## src/rtl/pipe_hazard_ctrl_if.sv

```systemverilog
// Pipeline-control bundle between the ID stage and the hazard sequencer.
// slave = sequencer side, master = pipeline side.
interface pipe_hazard_ctrl_if #(
   parameter int REG_W = 5,
   parameter int CNT_W = 16
);
   logic [REG_W-1:0] id_rs_i;
   logic [REG_W-1:0] id_rt_i;
   logic             ex_memread_i;
   logic [REG_W-1:0] ex_rd_i;
   logic             branch_taken_i;
   logic             jump_i;
   logic             mem_stall_i;
   logic             pc_hold_o;
   logic             ifid_hold_o;
   logic             ifid_flush_o;
   logic             idex_bubble_o;
   logic [CNT_W-1:0] stall_cnt_o;
   logic [CNT_W-1:0] flush_cnt_o;

   modport slave (
      input  id_rs_i, id_rt_i, ex_memread_i, ex_rd_i, branch_taken_i, jump_i, mem_stall_i,
      output pc_hold_o, ifid_hold_o, ifid_flush_o, idex_bubble_o, stall_cnt_o, flush_cnt_o
   );
   modport master (
      output id_rs_i, id_rt_i, ex_memread_i, ex_rd_i, branch_taken_i, jump_i, mem_stall_i,
      input  pc_hold_o, ifid_hold_o, ifid_flush_o, idex_bubble_o, stall_cnt_o, flush_cnt_o
   );
endinterface

```

## src/rtl/pipe_hazard_ctrl.sv

```systemverilog
// Pipeline hazard sequencer: memory freeze > load-use stall > branch/jump flush.
// PIPE_HAZARD_CTRL_PERF_EN enables the stall/flush performance counters.
module pipe_hazard_ctrl #(
   parameter int REG_W           = 5,
   parameter int LU_STALL_CYCLES = 1,
   parameter int CNT_W           = 16
) (
   input  logic                  clk_i,
   input  logic                  rst_i,
   pipe_hazard_ctrl_if.slave     hz_if
);
   typedef enum logic [1:0] {RUN, LU_STALL, MEM_WAIT} state_t;

   state_t     state, state_nx, ret_state, ret_nx, eff;
   logic [3:0] lu_cnt, lu_nx;
   logic       flush_pend, pend_nx;
   logic       hz, fr;
   logic       pc_hold, ifid_hold, ifid_flush, idex_bubble;

   always_ff @(posedge clk_i or negedge rst_i) begin
      if (!rst_i) begin
         state      <= RUN;
         ret_state  <= RUN;
         lu_cnt     <= '0;
         flush_pend <= 1'b0;
      end else begin
         state      <= state_nx;
         ret_state  <= ret_nx;
         lu_cnt     <= lu_nx;
         flush_pend <= pend_nx;
      end
   end

   always_comb begin
      hz = hz_if.ex_memread_i && (hz_if.ex_rd_i != '0) &&
           ((hz_if.ex_rd_i == hz_if.id_rs_i) || (hz_if.ex_rd_i == hz_if.id_rt_i));
      fr = hz_if.branch_taken_i || hz_if.jump_i || flush_pend;
      // MEM_WAIT replays whichever state the freeze interrupted
      eff         = (state == MEM_WAIT) ? ret_state : state;
      state_nx    = state;
      ret_nx      = ret_state;
      lu_nx       = lu_cnt;
      pend_nx     = flush_pend;
      pc_hold     = 1'b0;
      ifid_hold   = 1'b0;
      ifid_flush  = 1'b0;
      idex_bubble = 1'b0;
      if (hz_if.mem_stall_i) begin
         pc_hold   = 1'b1;
         ifid_hold = 1'b1;
         state_nx  = MEM_WAIT;
         ret_nx    = eff;
         if (hz_if.branch_taken_i || hz_if.jump_i) pend_nx = 1'b1;
      end else if (eff == LU_STALL) begin
         pc_hold     = 1'b1;
         ifid_hold   = 1'b1;
         idex_bubble = 1'b1;
         lu_nx       = lu_cnt - 4'd1;
         state_nx    = (lu_cnt <= 4'd1) ? RUN : LU_STALL;
      end else if (hz) begin
         pc_hold     = 1'b1;
         ifid_hold   = 1'b1;
         idex_bubble = 1'b1;
         if (LU_STALL_CYCLES > 1) begin
            lu_nx    = 4'(LU_STALL_CYCLES - 1);
            state_nx = LU_STALL;
         end else begin
            state_nx = RUN;
         end
      end else if (fr) begin
         ifid_flush = 1'b1;
         pend_nx    = 1'b0;
         state_nx   = RUN;
      end else begin
         state_nx = RUN;
      end
   end

   assign hz_if.pc_hold_o     = rst_i & pc_hold;
   assign hz_if.ifid_hold_o   = rst_i & ifid_hold;
   assign hz_if.ifid_flush_o  = rst_i & ifid_flush;
   assign hz_if.idex_bubble_o = rst_i & idex_bubble;

`ifdef PIPE_HAZARD_CTRL_PERF_EN
   logic [CNT_W-1:0] stall_cnt, flush_cnt;

   // saturating: a pegged counter means "at least this many"
   always_ff @(posedge clk_i or negedge rst_i) begin
      if (!rst_i) begin
         stall_cnt <= '0;
         flush_cnt <= '0;
      end else begin
         if (pc_hold && stall_cnt != '1)    stall_cnt <= stall_cnt + 1'b1;
         if (ifid_flush && flush_cnt != '1) flush_cnt <= flush_cnt + 1'b1;
      end
   end

   assign hz_if.stall_cnt_o = stall_cnt;
   assign hz_if.flush_cnt_o = flush_cnt;
`else
   assign hz_if.stall_cnt_o = '0;
   assign hz_if.flush_cnt_o = '0;
`endif
endmodule
```

## src/flat_wrapper.sv

```systemverilog
// flat-port wrapper written by rule: the top's interface ports become plain ports
module pipe_hazard_ctrl_flat 
#(
   parameter int REG_W           = 5,
   parameter int LU_STALL_CYCLES = 1,
   parameter int CNT_W           = 16
)
  (clk_i, rst_i, hz_if_id_rs_i, hz_if_id_rt_i, hz_if_ex_memread_i, hz_if_ex_rd_i, hz_if_branch_taken_i, hz_if_jump_i, hz_if_mem_stall_i, hz_if_pc_hold_o, hz_if_ifid_hold_o, hz_if_ifid_flush_o, hz_if_idex_bubble_o, hz_if_stall_cnt_o, hz_if_flush_cnt_o);
  pipe_hazard_ctrl_if #(.REG_W(REG_W), .CNT_W(CNT_W)) hz_if_i ();
  input  logic clk_i;
  input  logic rst_i;
  input wire logic [$bits(hz_if_i.id_rs_i)-1:0] hz_if_id_rs_i;
  input wire logic [$bits(hz_if_i.id_rt_i)-1:0] hz_if_id_rt_i;
  input wire logic [$bits(hz_if_i.ex_memread_i)-1:0] hz_if_ex_memread_i;
  input wire logic [$bits(hz_if_i.ex_rd_i)-1:0] hz_if_ex_rd_i;
  input wire logic [$bits(hz_if_i.branch_taken_i)-1:0] hz_if_branch_taken_i;
  input wire logic [$bits(hz_if_i.jump_i)-1:0] hz_if_jump_i;
  input wire logic [$bits(hz_if_i.mem_stall_i)-1:0] hz_if_mem_stall_i;
  output wire logic [$bits(hz_if_i.pc_hold_o)-1:0] hz_if_pc_hold_o;
  output wire logic [$bits(hz_if_i.ifid_hold_o)-1:0] hz_if_ifid_hold_o;
  output wire logic [$bits(hz_if_i.ifid_flush_o)-1:0] hz_if_ifid_flush_o;
  output wire logic [$bits(hz_if_i.idex_bubble_o)-1:0] hz_if_idex_bubble_o;
  output wire logic [$bits(hz_if_i.stall_cnt_o)-1:0] hz_if_stall_cnt_o;
  output wire logic [$bits(hz_if_i.flush_cnt_o)-1:0] hz_if_flush_cnt_o;
  assign hz_if_i.id_rs_i = hz_if_id_rs_i;
  assign hz_if_i.id_rt_i = hz_if_id_rt_i;
  assign hz_if_i.ex_memread_i = hz_if_ex_memread_i;
  assign hz_if_i.ex_rd_i = hz_if_ex_rd_i;
  assign hz_if_i.branch_taken_i = hz_if_branch_taken_i;
  assign hz_if_i.jump_i = hz_if_jump_i;
  assign hz_if_i.mem_stall_i = hz_if_mem_stall_i;
  assign hz_if_pc_hold_o = hz_if_i.pc_hold_o;
  assign hz_if_ifid_hold_o = hz_if_i.ifid_hold_o;
  assign hz_if_ifid_flush_o = hz_if_i.ifid_flush_o;
  assign hz_if_idex_bubble_o = hz_if_i.idex_bubble_o;
  assign hz_if_stall_cnt_o = hz_if_i.stall_cnt_o;
  assign hz_if_flush_cnt_o = hz_if_i.flush_cnt_o;
  pipe_hazard_ctrl #(.REG_W(REG_W), .LU_STALL_CYCLES(LU_STALL_CYCLES), .CNT_W(CNT_W)) u_core (.clk_i(clk_i), .rst_i(rst_i), .hz_if(hz_if_i));
endmodule
```

## config.mk

```make
export PLATFORM = sky130hd
export DESIGN_NAME = pipe_hazard_ctrl_flat
export DESIGN_NICKNAME = d
export VERILOG_FILES = /design/src/rtl/pipe_hazard_ctrl_if.sv /design/src/rtl/pipe_hazard_ctrl.sv /design/src/flat_wrapper.sv
export SDC_FILE = /design/constraint.sdc
export NUM_CORES = 1
export LEC_CHECK = 0
export BUFFER_PORTS_ARGS = -buffer_cell sky130_fd_sc_hd__buf_2
export CAP_MARGIN = 20
export CORE_MARGIN = 2
export CORE_UTILIZATION = 30
export CTS_CLUSTER_DIAMETER = 50
export DETAILED_ROUTE_END_ITERATION = 7
export HOLD_SLACK_MARGIN = 0.15
export PLACE_DENSITY = 0.6
export RECOVER_POWER = 25
export SKIP_CTS_REPAIR_TIMING = 1
export SLEW_MARGIN = 20
export SYNTH_ARGS = -nofsm -noshare
export SYNTH_HDL_FRONTEND = slang
export SYNTH_SLANG_ARGS = --single-unit
```

## constraint.sdc

```tcl
create_clock -name clk_i -period 1.9 [get_ports clk_i]
set_input_delay 0.095 -clock clk_i [delete_from_list [all_inputs] [get_ports clk_i]]
set_output_delay 0.095 -clock clk_i [all_outputs]
set_load 0.01 [all_outputs]
```

==> results_dict.tcl, run 1 <==
set metrics [dict create \
    syn2layout_area_growth_pct 8.87 \
    dpl_cell_area_sq_um 860 \
    fin_setup_tns_ns 0 \
    grt_pass1_wl_microns 2170 \
    core_area_sq_um 2690 \
    yosys_register_bits 9 \
    pin_count 57 \
    drc 0 \
    fin_skew_ns 0.00258 \
    dieArea_sq_um 3210 \
    drtIter0Drc 33 \
    seq_area_sq_um 225 \
    min_path_type "in -> reg" \
    synth_cell_types 24 \
    cts_sinks 9 \
    first_pass_iters 2 \
    syn_area_sq_um 832 \
    clk_pin_slew_ns 0.06 \
    min_period_ns 1.66 \
    die_y_microns 56.7 \
    grt-ovfl-total 0 \
    rsz0062_at_grt "false" \
    path_class "in -> out" \
    grt_usage 0.0882 \
    synthCells 97 \
    cts.path.max_buffers 2 \
    vdd_drop_max_v 0.000300 \
    routed-via-count 613 \
    final_cell_mix "conb_1 (32), buf_2 (24), xor2_1 (10), dfrtp_1 (9), nand2_1 (8)" \
    critPathArrivalTime_ns 1.57 \
    grt_max_degree 13 \
    cts_tree "built" \
    core.rowCount 19 \
    htree_levels 1 \
    vias_per_cell 3.93 \
    period_share 0.876 \
    final_max_slew_viol_count 0 \
    outcome "complete, no violations" \
    fin_nets 149 \
    holdWs_ns 0.204 \
    wl_per_cell_microns 8.96 \
    cts-buffers-inserted 3 \
    crit_required_ns 1.80 \
    dieWidth_microns 56.7 \
    yosysWarnings 0 \
    setup_viol 0 \
    critPathCaptureType "output port" \
    maxCapViolations 0 \
    dpl.hpwl_microns 1140 \
    clock.fmax_ghz 0.601 \
    mostFrequentLayoutCell "conb_1" \
    design_area_sq_um 906 \
    grt_pass1_vias 527 \
    power_density_nw_per_um2 505 \
    start_kind "input pin" \
    cp_max_fo 12 \
    yosysSeqAreaShare 0.271 \
    placement.io_buffers 24 \
    drt_wl_total_microns 1400 \
    p_leak_nw 0.482 \
    clock_latency_ns 0.26 \
    ant_nets 0 \
    finalHoldViolations 0 \
    drive_above_1_share 0.224 \
    avgSynthCellArea_sq_um 8.58 \
    start_util 0.310 \
    antenna_found_initial 0 \
    root_buffer "clkbuf_4" \
    nFillCells 276 \
    multi_input_area_sq_um 464 \
    antennaDiodeCount 0 \
    place.gp.congestion 0.810 \
]
-- sequential cells by signal, indices dropped and copies added, names as in the netlist --
signal,cells
u_core.state,2
u_core.flush_pend,1
u_core.ret_state,2
u_core.lu_cnt,4
-- critical path, cell delays in order --
cell and delay, ns:
dlygate4sd3_1 0.52, buf_2 0.25, nor2b_1 0.23, nor3b_1 0.21, o21a_1 0.14, buf_2 0.12
-- cells by family (layout without fill, tap and decap cells) --
group           after synthesis  after routing  share of synthesized area
flops                         9              9                      0.271
buf+inv                      36             33                      0.311
fa+ha+maj                     2              2                     0.0301
xor+xnor                     13             13                      0.137
mux                           1              1                     0.0120
other cells                   1             32                    0.00451
simple gates                 21             21                      0.128
compound gates               14             14                      0.107
-- where the power goes --
part	internal [mW]	leakage [nW]	switching, mW
clock network	0.0811	0.0150	0.0689
logic	0.0393	0.353	0.0697
registers	0.195	0.114	0.00301
-- path summary, 6_finish.rpt --
| path | startpoint | endpoint | slack, ns | depth (start not counted) |
|---|---|---|---|---|
| min | hz_if_jump_i | u_core.flush_pend | 0.20 | 5 |
| max in group asynchronous | rst_i | u_core.state[0] | 1.47 | 2 |
| min in group asynchronous | rst_i | u_core.lu_cnt[3] | 0.23 | 2 |
| min reg2reg | u_core.lu_cnt[3] | u_core.lu_cnt[3] | 0.48 | 1 |
| max reg2reg | u_core.state[0] | u_core.lu_cnt[2] | 0.60 | 4 |
| max | rst_i | hz_if_ifid_flush_o | 0.24 | 6 |
-- stage by stage --
step,power [mW],utilization,worst slack (ns),instances
global route,0.490,0.337,0.122,156
finish,0.457,0.337,0.235,156
global placement,0.305,0.320,0.559,150
floorplan,0.315,-,0.650,128
CTS,0.464,0.330,0.380,154
detailed placement,0.307,0.320,0.544,150
-- per-layer routing --
layer | up-vias | GRT usage | routed length (microns)
li1 | 310 | - | -
met1 | 268 | 0.0900 | 541
met2 | 33 | 0.156 | 694
met3 | 2 | 0.0415 | 149
met4 | 0 | 0.0306 | 12
met5 | - | 0 | 0
-- cell usage after synthesis (all sizes together) --
library cell,number,area (sq um)
mux2i,1,10.0
nand2b,1,6.26
nand4bb,1,11.3
a22oi,1,7.51
dfrtp,9,225
inv,3,11.3
buf,33,248
o21ai,5,25.0
ha,2,25.0
a22o,1,8.76
nor2b,2,12.5
o31a,1,8.76
xor2,10,87.6
nand2,8,30.0
nor3,4,20.0
nor3b,1,7.51
conb,1,3.75
or4,1,7.51
a21oi,4,23.8
xnor2,3,26.3
nor2,3,11.3
o21a,2,15.0
-- cell type report --
class                      instances  share of cell area
sequential                         9               0.249
tap                               31              0.0428
clock buffer                       4              0.0290
timing repair buffer              26               0.155
inverter                           3              0.0124
multi-input combinational         83               0.512
No activity file was read; power rests on OpenSTA's default activity.
==> run 2: changes to the inputs <==
--- a/config.mk
+++ b/config.mk
@@ -12,7 +12,7 @@
 export CTS_CLUSTER_DIAMETER = 50
 export DETAILED_ROUTE_END_ITERATION = 7
 export HOLD_SLACK_MARGIN = 0.15
-export PLACE_DENSITY = 0.6
+export PLACE_DENSITY = 0.64
 export RECOVER_POWER = 25
 export SKIP_CTS_REPAIR_TIMING = 1
 export SLEW_MARGIN = 20
==> run 2 against run 1 <==
  * Clock skew about the same
  * Hold slack improved by 0.017 ns
  * Total power decreased by 1.3%
  * Cell count unchanged
  * Routed wire length decreased by 2.1%
  * Maximum frequency decreased by 0.71%
  * Critical path depth unchanged
==> results_dict.tcl, run 2 (same netlist as run 1, synthesis figures left out) <==
set metrics [dict create \
    nFillCells 283 \
    antennaDiodeCount 0 \
    antenna_found_initial 0 \
    clock_latency_ns 0.26 \
    power.share.combinational 0.243 \
    drtIter0Drc 26 \
    r2r_start "u_core.state[0]" \
    r2r_cells 4 \
    drt_wl_total_microns 1370 \
    power_frac_clock 0.318 \
    dpl.hpwl_microns 1190 \
    cpMaxStageDelayCell "dlygate4sd3_1" \
    fin_cells 156 \
    ant_nets 0 \
    dp_cells 150 \
    worst_slack_ns 0.223 \
    htree_levels 1 \
    worstPathCellList "dlygate4sd3_1 > buf_2 > nor2b_1 > nor3b_1 > o21a_1 > buf_2" \
    outcome "complete, no violations" \
    core.rowCount 19 \
    grt-ovfl-total 0 \
    cts_tree "built" \
    holdWs_ns 0.220 \
    reg_top3 "u_core.lu_cnt: 4 flops, u_core.ret_state: 2 flops, u_core.state: 2 flops" \
    power.switching_uw 136 \
    maxCapViolations 0 \
    clock.fmax_ghz 0.596 \
    start_util 0.310 \
    period_share 0.883 \
    crit_required_ns 1.80 \
    grt_pass1_wl_microns 2300 \
    core_area_sq_um 2690 \
    fin_skew_ns 0.00222 \
    final_max_slew_viol_count 0 \
    path_class "in -> out" \
    dpl_cell_area_sq_um 860 \
    max_stage_delay_ns 0.51 \
    drive_above_1_share 0.224 \
    syn2layout_area_growth_pct 8.87 \
    p_total_uw 451 \
    grt_usage 0.0930 \
    pre_cts_ws_ns 0.536 \
    cts_sinks 9 \
    cp_max_fo 12 \
    reg2reg_to "u_core.lu_cnt[2]" \
    design_area_sq_um 906 \
    fin_setup_tns_ns 0 \
    fin_nets 149 \
    wl_per_cell_microns 8.78 \
    p_int_uw 315 \
    pin_count 57 \
    placement.io_buffers 24 \
    critPathArrivalTime_ns 1.58 \
    cp_common_cell "buf_2" \
    final_util 0.337 \
    drc 0 \
    clk_pin_slew_ns 0.06 \
    setup_viol 0 \
    grt_max_degree 13 \
    vias_per_cell 4.04 \
    rsz0062_at_grt "false" \
    routed-via-count 631 \
    mostFrequentLayoutCell "conb_1" \
    grt_pass1_vias 568 \
    die_y_microns 56.7 \
    dieWidth_microns 56.7 \
    min_period_ns 1.68 \
    critPathCaptureType "output port" \
    cts-buffers-inserted 3 \
    p_seq_frac 0.439 \
    power_density_nw_per_um2 498 \
    finalHoldViolations 0 \
    place.gp.congestion 0.786 \
    first_pass_iters 3 \
    cts.path.max_buffers 2 \
    largest_reg_flops 4 \
    cp-startpoint "rst_i" \
    p_leak_nw 0.482 \
    largest-register "u_core.lu_cnt" \
    ff2ff_setup_slack_ns 0.61 \
    dieArea_sq_um 3210 \
    start_kind "input pin" \
    min_path_type "in -> async" \
    swShare 0.301 \
    critPathCapture "hz_if_ifid_flush_o" \
    root_buffer "clkbuf_4" \
    vdd_drop_max_v 0.000477 \
    final_cell_mix "conb_1 (32), buf_2 (24), xor2_1 (10), dfrtp_1 (9), nand2_1 (8)" \
]
==> run 2: area by class of cell <==
cell class                      count  area [sq um]  area share
Clock buffer                        4          26.3      0.0290
Sequential cell                     9           225       0.249
Tap cell                           31          38.8      0.0428
Timing Repair Buffer               26           140       0.155
Multi-Input combinational cell     83           464       0.512
Inverter                            3          11.3      0.0124
==> run 2: power by group through the flow <==
stage	combinational [mW]	sequential [mW]	clock [mW]
floorplan	0.114	0.201	0
global placement	0.103	0.202	0
detailed placement	0.106	0.202	0
CTS	0.107	0.198	0.154
global route	0.124	0.199	0.167
finish	0.110	0.198	0.143
==> run 2: how the worst min path moves through the flow <==
stage                     startpoint           endpoint  slack [ns]
after floorplan                rst_i  u_core.flush_pend       -0.20
after global placement         rst_i   u_core.lu_cnt[1]       -0.03
after detailed placement       rst_i   u_core.lu_cnt[1]       -0.03
after CTS                      rst_i    u_core.state[1]       -0.32
after global routing           rst_i    u_core.state[1]        0.23
final                          rst_i    u_core.state[1]        0.22
==> run 2: worst max-delay path: cells and delay by family <==
kind / cells / cell delay, ns
and+or+nand+nor: 2 / 0.46
AOI/OAI and AO/OA: 1 / 0.14
buffers and inverters: 3 / 0.88
==> run 2: layer usage <==
metal  share of wire  up-vias  GRT usage
li1                -      310          -
met1            0.39      284      0.101
met2            0.49       35      0.158
met3            0.12        2     0.0438
met4          0.0066        0     0.0306
met5               0        -          0
